<file path="src/rtl/pipeline_ctrl_if.sv">
// pipeline_ctrl_if: ID/EX/MEM hazard inputs and pipeline control outputs of pipeline_ctrl
interface pipeline_ctrl_if #(parameter int CNT_W = 16);
  logic id_valid;
  logic [7:0] id_ctrl;
  logic [1:0] id_re;
  logic [3:0] id_rd;
  logic [3:0] id_rs;
  logic [3:0] id_rt;
  logic ex_br_taken;
  logic mem_busy;
  logic stall_fe;
  logic bubble_ex;
  logic flush_ifid;
  logic stall_be;
  logic halted;
  logic [CNT_W-1:0] stall_cnt;
  modport master (
    output id_valid, id_ctrl, id_re, id_rd, id_rs, id_rt, ex_br_taken, mem_busy,
    input stall_fe, bubble_ex, flush_ifid, stall_be, halted, stall_cnt
  );
  modport slave (
    input id_valid, id_ctrl, id_re, id_rd, id_rs, id_rt, ex_br_taken, mem_busy,
    output stall_fe, bubble_ex, flush_ifid, stall_be, halted, stall_cnt
  );
endinterface

</file>
<file path="src/rtl/pipeline_ctrl.sv">
// pipeline_ctrl: load-use stall, branch flush, memory freeze and halt-drain sequencing for a 5-stage pipeline
module pipeline_ctrl #(
  parameter int DRAIN_CYCLES = 3,
  parameter int CNT_W = 16
) (
  input logic clk,
  input logic rst_n,
  pipeline_ctrl_if.slave bus
);
  typedef enum logic [1:0] {RUN, DRAIN, HALTED} state_t;
  localparam int DW = DRAIN_CYCLES > 1 ? $clog2(DRAIN_CYCLES) : 1;
  state_t state, state_nx;
  logic [DW-1:0] dcnt, dcnt_nx;
  logic ex_v, ex_ld;
  logic [3:0] ex_rd;
  logic lu, fe, bub, fl, be, hl;
  logic [CNT_W-1:0] cnt;
  logic unused;
  assign unused = ^{bus.id_ctrl[7:5], bus.id_ctrl[3:1]};
  assign lu = ex_v & ex_ld & (ex_rd != 4'd0) & bus.id_valid &
              ((bus.id_re[0] & (bus.id_rs == ex_rd)) | (bus.id_re[1] & (bus.id_rt == ex_rd)));
  always_comb begin
    state_nx = state;
    dcnt_nx = dcnt;
    fe = 1'b0;
    bub = 1'b0;
    fl = 1'b0;
    be = 1'b0;
    hl = 1'b0;
    case (state)
      RUN:
        if (bus.mem_busy) begin
          fe = 1'b1;
          be = 1'b1;
        end else if (bus.ex_br_taken) begin
          fl = 1'b1;
          bub = 1'b1;
        end else if (lu) begin
          fe = 1'b1;
          bub = 1'b1;
        end else if (bus.id_valid & bus.id_ctrl[0]) begin
          fe = 1'b1;
          state_nx = DRAIN;
          dcnt_nx = DW'(DRAIN_CYCLES - 1);
        end
      DRAIN: begin
        fe = 1'b1;
        fl = 1'b1;
        be = bus.mem_busy;
        // halted rises in the cycle the HLT retires from WB
        if (!bus.mem_busy) begin
          if (dcnt == '0) begin
            hl = 1'b1;
            state_nx = HALTED;
          end else dcnt_nx = dcnt - 1'b1;
        end
      end
      default: begin
        hl = 1'b1;
        fe = 1'b1;
        be = 1'b1;
        bub = 1'b1;
      end
    endcase
  end
  always_ff @(posedge clk) begin
    if (!rst_n) begin
      state <= RUN;
      dcnt <= '0;
      ex_v <= 1'b0;
      ex_ld <= 1'b0;
      ex_rd <= '0;
      cnt <= '0;
    end else begin
      state <= state_nx;
      dcnt <= dcnt_nx;
      if (!be) begin
        ex_v <= bus.id_valid & ~bub;
        ex_ld <= bus.id_ctrl[4];
        ex_rd <= bus.id_rd;
      end
      if (fe && !(&cnt)) cnt <= cnt + 1'b1;
    end
  end
  assign bus.stall_fe = fe;
  assign bus.bubble_ex = bub;
  assign bus.flush_ifid = fl;
  assign bus.stall_be = be;
  assign bus.halted = hl;
  assign bus.stall_cnt = cnt;
endmodule
</file>
<file path="src/flat_wrapper.sv">
// flat-port wrapper written by rule: the top's interface ports become plain ports
module pipeline_ctrl_flat 
#(
  parameter int DRAIN_CYCLES = 3,
  parameter int CNT_W = 16
)
  (clk, rst_n, bus_id_valid, bus_id_ctrl, bus_id_re, bus_id_rd, bus_id_rs, bus_id_rt, bus_ex_br_taken, bus_mem_busy, bus_stall_fe, bus_bubble_ex, bus_flush_ifid, bus_stall_be, bus_halted, bus_stall_cnt);
  pipeline_ctrl_if #(.CNT_W(CNT_W)) bus_i ();
  input logic clk;
  input logic rst_n;
  input wire logic [$bits(bus_i.id_valid)-1:0] bus_id_valid;
  input wire logic [$bits(bus_i.id_ctrl)-1:0] bus_id_ctrl;
  input wire logic [$bits(bus_i.id_re)-1:0] bus_id_re;
  input wire logic [$bits(bus_i.id_rd)-1:0] bus_id_rd;
  input wire logic [$bits(bus_i.id_rs)-1:0] bus_id_rs;
  input wire logic [$bits(bus_i.id_rt)-1:0] bus_id_rt;
  input wire logic [$bits(bus_i.ex_br_taken)-1:0] bus_ex_br_taken;
  input wire logic [$bits(bus_i.mem_busy)-1:0] bus_mem_busy;
  output wire logic [$bits(bus_i.stall_fe)-1:0] bus_stall_fe;
  output wire logic [$bits(bus_i.bubble_ex)-1:0] bus_bubble_ex;
  output wire logic [$bits(bus_i.flush_ifid)-1:0] bus_flush_ifid;
  output wire logic [$bits(bus_i.stall_be)-1:0] bus_stall_be;
  output wire logic [$bits(bus_i.halted)-1:0] bus_halted;
  output wire logic [$bits(bus_i.stall_cnt)-1:0] bus_stall_cnt;
  assign bus_i.id_valid = bus_id_valid;
  assign bus_i.id_ctrl = bus_id_ctrl;
  assign bus_i.id_re = bus_id_re;
  assign bus_i.id_rd = bus_id_rd;
  assign bus_i.id_rs = bus_id_rs;
  assign bus_i.id_rt = bus_id_rt;
  assign bus_i.ex_br_taken = bus_ex_br_taken;
  assign bus_i.mem_busy = bus_mem_busy;
  assign bus_stall_fe = bus_i.stall_fe;
  assign bus_bubble_ex = bus_i.bubble_ex;
  assign bus_flush_ifid = bus_i.flush_ifid;
  assign bus_stall_be = bus_i.stall_be;
  assign bus_halted = bus_i.halted;
  assign bus_stall_cnt = bus_i.stall_cnt;
  pipeline_ctrl #(.DRAIN_CYCLES(DRAIN_CYCLES), .CNT_W(CNT_W)) u_core (.clk(clk), .rst_n(rst_n), .bus(bus_i));
endmodule
</file>
<file path="config.mk">
export PLATFORM = sky130hd
export DESIGN_NAME = pipeline_ctrl_flat
export DESIGN_NICKNAME = d
export VERILOG_FILES = /design/src/rtl/pipeline_ctrl_if.sv /design/src/rtl/pipeline_ctrl.sv /design/src/flat_wrapper.sv
export SDC_FILE = /design/constraint.sdc
export NUM_CORES = 1
export LEC_CHECK = 0
export ABC_AREA = 1
export BUFFER_PORTS_ARGS = -buffer_cell sky130_fd_sc_hd__buf_2
export CAP_MARGIN = 40
export CELL_PAD_IN_SITES_DETAIL_PLACEMENT = 2
export CELL_PAD_IN_SITES_GLOBAL_PLACEMENT = 2
export CORE_ASPECT_RATIO = 0.5
export CORE_MARGIN = 2
export CORE_UTILIZATION = 28
export CTS_CLUSTER_DIAMETER = 30
export DETAILED_ROUTE_END_ITERATION = 16
export PLACE_DENSITY_LB_ADDON = 0.12
export SKIP_LAST_GASP = 1
export SLEW_MARGIN = 10
export SYNTH_ARGS = -nofsm -noshare
export SYNTH_HDL_FRONTEND = slang
export SYNTH_SLANG_ARGS = --single-unit
</file>
<file path="constraint.sdc">
create_clock -name clk -period 3.45 [get_ports clk]
set_clock_uncertainty 0.1 [all_clocks]
set_input_delay 0.1725 -clock clk [delete_from_list [all_inputs] [get_ports clk]]
set_output_delay 0.1725 -clock clk [all_outputs]
set_load 0.005 [all_outputs]
</file>
Yosys cells after proc, flatten, opt, wreduce, memory -nomap -nowiden
Index checks and enable logic that the tools add are counted.

Bits in registers: 26. Output and inout bits: 21. Bits of input ports: 27. Word-level logic and storage cells: 68.

Muxes and demuxes: 31. Add/subtract/negate cells: 2. Equal/unequal tests: 10. Bitwise gates (word level): 10. Reductions and logical operators: 9.

Operator list (count): 2-bit two-way mux (12); 16-bit by 1-bit adder with 16-bit output, second input constant (1); 16-bit AND reduction (1); 7-bit AND reduction (2); 1-bit two-way mux (13); 2-bit != test, second input constant (5); 1-bit bitwise AND (8); 4-bit == test (2); 1-bit one-hot mux with 2 select lines (4); 2-bit one-hot mux with 2 select lines (2); 2-bit zero test (2); 2-bit by 1-bit != test with 1-bit output, second input constant (2); 4-bit nonzero test (1); 2-bit by 1-bit == test with 1-bit output, second input constant (1); 2-bit nonzero test (1); 2-bit by 1-bit subtractor with 2-bit output, second input constant (1); 1-bit logical AND (1); 1-bit zero test (1); 1-bit inverter (1); 1-bit bitwise OR (1).

Longest topological paths before layout
Depth after elaboration: 10. Depth in mapped cells: 15. Depth with buffers taken out: 14.

Least setup slack after synthesis
No wires, ideal clock.

Path type: reg-to-reg. Start point: register u_core.cnt[0], in the netlist u_core.bus.stall_cnt[0]. End point: register u_core.cnt[4], in the netlist u_core.bus.stall_cnt[4]. Slack: 1.756 ns. Data required time: 3.235 ns. Period minus slack after synthesis: 1.694 ns. Buffers on the path: 1. Arrival: 1.479 ns. Cell stages (with the launch flop): 10. Library setup time: 0.115 ns. Cells stage by stage: dfxtp_1 > ha_1 > nand2_1 > nor3_4 > nand4_4 > buf_6 > nand4_1 > inv_1 > a21oi_1 > nor2_1.

Longest elaborated chain between the ends: 3. Elaborated cells between the ends (all ways): 4. Classes of those cells: add/sub (1); reduce/logical (3).

Ends and longest elaborated chain: start, declared (RTL line pipeline_ctrl.sv:17) `logic [CNT_W-1:0] cnt;`; start signal, assigned (RTL line pipeline_ctrl.sv:82) `if (fe && !(&cnt)) cnt <= cnt + 1'b1;`; branches (longest 3 deep; another with 16-bit by 1-bit adder with 16-bit output).

Several ways; the timed one is not identified. A chain may end at the register's enable or synchronous reset.

Worst setup path in the final report
Start point: register u_core.ex_rd[1]. End point: output bus_stall_fe.

Longest elaborated chain between the ends: 8. Elaborated cells between the ends (all ways): 13. Classes of those cells: eq/ne (2); mux (4); bitwise (6); reduce/logical (1).

Ends and longest elaborated chain: start, declared (RTL line pipeline_ctrl.sv:15) `logic [3:0] ex_rd;`; start signal, assigned (RTL line pipeline_ctrl.sv:80) `ex_rd <= bus.id_rd;`; 4-bit == test or 4-bit nonzero test (tied branches) (RTL line pipeline_ctrl.sv:21, pipeline_ctrl.sv:20); 1-bit bitwise AND (on tied branches) (RTL line pipeline_ctrl.sv:21, pipeline_ctrl.sv:20); 1-bit bitwise OR or 1-bit bitwise AND (tied branches) (RTL line pipeline_ctrl.sv:21, pipeline_ctrl.sv:20); 1-bit bitwise AND * (RTL line pipeline_ctrl.sv:20) `assign lu = ex_v & ex_ld & (ex_rd != 4'd0) & bus.id_valid &`; 1-bit two-way mux * (RTL line pipeline_ctrl.sv:38) `end else if (lu) begin`; 1-bit two-way mux * (RTL line pipeline_ctrl.sv:35) `end else if (bus.ex_br_taken) begin`; 1-bit two-way mux * (RTL line pipeline_ctrl.sv:32) `if (bus.mem_busy) begin`; 1-bit two-way mux * (RTL line pipeline_ctrl.sv:30) `case (state)`; end, declared (RTL line flat_wrapper.sv:19) `output wire logic [$bits(bus_i.stall_fe)-1:0] bus_stall_fe;`.

Every way passes the cells marked *; elsewhere a longest branch is shown, timed or not.

==> flow_summary.json <==
{
  "wl_met2_mm": 2.11,
  "track_usage_pct": 15.7,
  "min_period_ns": 2.31,
  "top_layer": "met4",
  "gp_congestion": 0.766,
  "num_rows": 19,
  "fill_cells": 668,
  "dieArea_um2": 6340,
  "synthTopCellsByArea": "dfxtp_1 (33%), nand2_1 (13%), nor2_1 (9.4%), inv_1 (7.3%), a21oi_1 (6.6%)",
  "period_share_pct": 67.1,
  "hold_viol": 0,
  "dp_cells": 354,
  "vias": 1674,
  "wl_per_cell_um": 13.1,
  "synth_fp_nets": 276,
  "path_max_fanout": 30,
  "start_util_pct": 29.0,
  "yosysMostFrequentCell": "nand2_1",
  "cts-htree-levels": 1,
  "drtPass1Iterations": 2,
  "hpwl_mm": 3.63,
  "r2r_setup_slack_ns": 1.37,
  "gr-total-overflow": 0,
  "ys_ff_latch": 26,
  "slew_headroom_pct": 58.9,
  "async_flop_share_pct": 0,
  "path_class": "flip-flop to primary output",
  "die_w_um": 111,
  "clk_pin_slew_ns": 0.07,
  "synth-edff-count": 0,
  "final-setup-viol-count": 0,
  "cpPeakStageDelay_ns": 0.47,
  "yosys.cell_types.count": 30,
  "min_path_type": "input port to flip-flop",
  "tightest_slew_ns": 0.614,
  "regArea_um2": 520,
  "drtIter0Drc": 45,
  "cts_root_buf": "clkbuf_16",
  "fin_cells": 358,
  "utilization_pct": 35.0,
  "cts_max_path_buffers": 2,
  "synth.avg_cell_area_um2": 6.45,
  "place_ws_ns": 1.33,
  "viasPerCell": 4.68,
  "cp_top_family": "simple AND/OR/NAND/NOR gates",
  "dominantRegCellSynth": "dfxtp_1",
  "postLayoutSetupSlackWorst_ns": 1.14,
  "ys_seq_area_share_pct": 32.7,
  "yosysTopAreaCell": "dfxtp_1",
  "maxCapViolations": 0,
  "postCtsHoldBufs": 0,
  "met1Wirelength_mm": 2.36,
  "multiInputGateArea_um2": 883,
  "post_cts_buffers": 0,
  "grt_antenna_before_repair": 0,
  "cts_tree": "yes",
  "drtAntennaViolNets": 0,
  "syn_area_um2": 1590,
  "cp-end-kind": "primary output",
  "area_growth_pct": 20.6,
  "path_cells": "inv_2 > nand2_1 > nand2_1 > nor2_1 > nand3_1 > nand2_1 > nand2_1 > nand2_1 > nand2_1 > nand2_2 > buf_2",
  "antennaDiodeCount": 0,
  "port_buffers": 41,
  "drc": 0,
  "p_leak_uw": 0.000966,
  "power_density_nw_per_um2": 371,
  "layout-drive-gt1-share_pct": 21.8,
  "grt_pass1_vias": 1771,
  "cp_slowest_cell": "nand2_2",
  "grt_pass1_wl_mm": 8.14,
  "path_common_cell": "nand2_1",
  "cts.sinks": 26,
  "wl_met3_um": 187,
  "yosysWarnings": 0,
  "die_y_um": 57.3,
  "run_status": "complete, no violations",
  "crit_buf_inv": 2,
  "synth_cells": 247,
  "synth_top_area_share_pct": 32.7,
  "ir_worst_vdd_mv": 0.181,
  "cts_resized": 0,
  "total_power_uw": 713,
  "final_max_slew_viol_count": 0,
  "rsz0062_at_grt": "false",
  "finalNetCount": 315,
  "wirelength_mm": 4.70,
  "core_area_um2": 5490,
  "clock.fmax_ghz": 0.432,
  "ys_top_cells_by_count": "nand2_1 (56), nor2_1 (40), inv_1 (31), dfxtp_1 (26), a21oi_1 (21)",
  "grt_max_degree": 31,
  "start_kind": "flip-flop",
  "setup_tns_ns": 0,
  "crit_arrival_ns": 2.04,
  "ioPinCount": 48,
  "worstPathRequired_ns": 3.18,
  "insertion_delay_ns": 0.26,
  "cts_buffers": 3
}
## flip-flops by register name, indices dropped and copies added (netlist names)
register and cells:
u_core.bus.stall_cnt 16, u_core.ex_rd 4, u_core.dcnt 2, u_core.state 2, u_core.ex_ld 1, u_core.ex_v 1
## cells by family (layout without fill, tap and decap cells)
group / Yosys count / count (layout) / share of synthesized area (%)
XOR/XNOR: 3 / 3 / 1.65
buffers and inverters: 42 / 80 / 11.9
adder cells (fa/ha/maj): 2 / 2 / 1.57
AO/OA/AOI/OAI: 36 / 36 / 12.0
AND/OR/NAND/NOR: 138 / 138 / 40.2
flip-flops: 26 / 26 / 32.7
## metal layers
| metal | track usage, % | up-vias |
|---|---|---|
| met5 | 0 | - |
| met4 | 3.21 | 0 |
| met3 | 3.72 | 6 |
| met2 | 27.4 | 33 |
| met1 | 20.3 | 772 |
| li1 | - | 863 |
## per-stage QoR
stage | area, um2 | hold WS [ns]
detailed placement | 1830 | 0.313
finish | 1920 | 0.0332
global placement | 1830 | 0.307
floorplan | 1590 | 0.207
CTS | 1920 | 0.0347
global route | 1920 | 0.0684
## cell usage in the layout, fill, tap and decap left out, types with 5 or more instances in the layout
cell / synthesis / layout
o21ai_0: 8 / 8
inv_1: 31 / 31
nand2_2: 5 / 5
nand3_1: 20 / 20
buf_2: 1 / 41
nor2_1: 40 / 40
nand2_1: 56 / 56
dfxtp_1: 26 / 26
a21oi_1: 21 / 21
## report_power, final
part / leakage, uW / total (uW) / switching [uW] / internal, uW
combinational: 0.000710 / 98.2 / 59.8 / 38.4
clock: 0.0000442 / 290 / 112 / 178
sequential: 0.000212 / 325 / 13.4 / 312
total: 0.000966 / 713 / 185 / 528
## area by class of cell
cell class	instances	share of cell area (%)
repair buffers	41	10.7
flip-flops and latches	26	27.1
clock buffers	4	4.63
inverters	35	6.84
well taps	73	4.76
multi-input cells	179	46.0
## path summary, 6_finish.rpt
check / depth (start not counted) / to / startpoint
min reg2reg: 2 / u_core.dcnt[1]$_SDFFE_PN0P_ / u_core.dcnt[1]$_SDFFE_PN0P_
max reg2reg: 13 / u_core.bus.stall_cnt[5]$_SDFFE_PN0P_ / u_core.ex_rd[1]$_SDFFE_PN0N_
max: 11 / bus_stall_fe / u_core.ex_rd[1]$_SDFFE_PN0N_
min: 3 / u_core.ex_rd[2]$_SDFFE_PN0N_ / bus_id_rd[2]
## worst register-to-register path, cell delays in order, from the launching register on
cell	delay [ns]
dfxtp_1	0.43
inv_2	0.07
nand2_1	0.06
nand2_1	0.05
nor2_1	0.08
nand3_1	0.10
nand2_1	0.09
nand2_1	0.06
nand2_1	0.07
nand2_1	0.08
nand2_2	0.47
nand3_1	0.17
nand2_1	0.11
nor2_1	0.05
No activity file was read; power rests on OpenSTA's default activity.
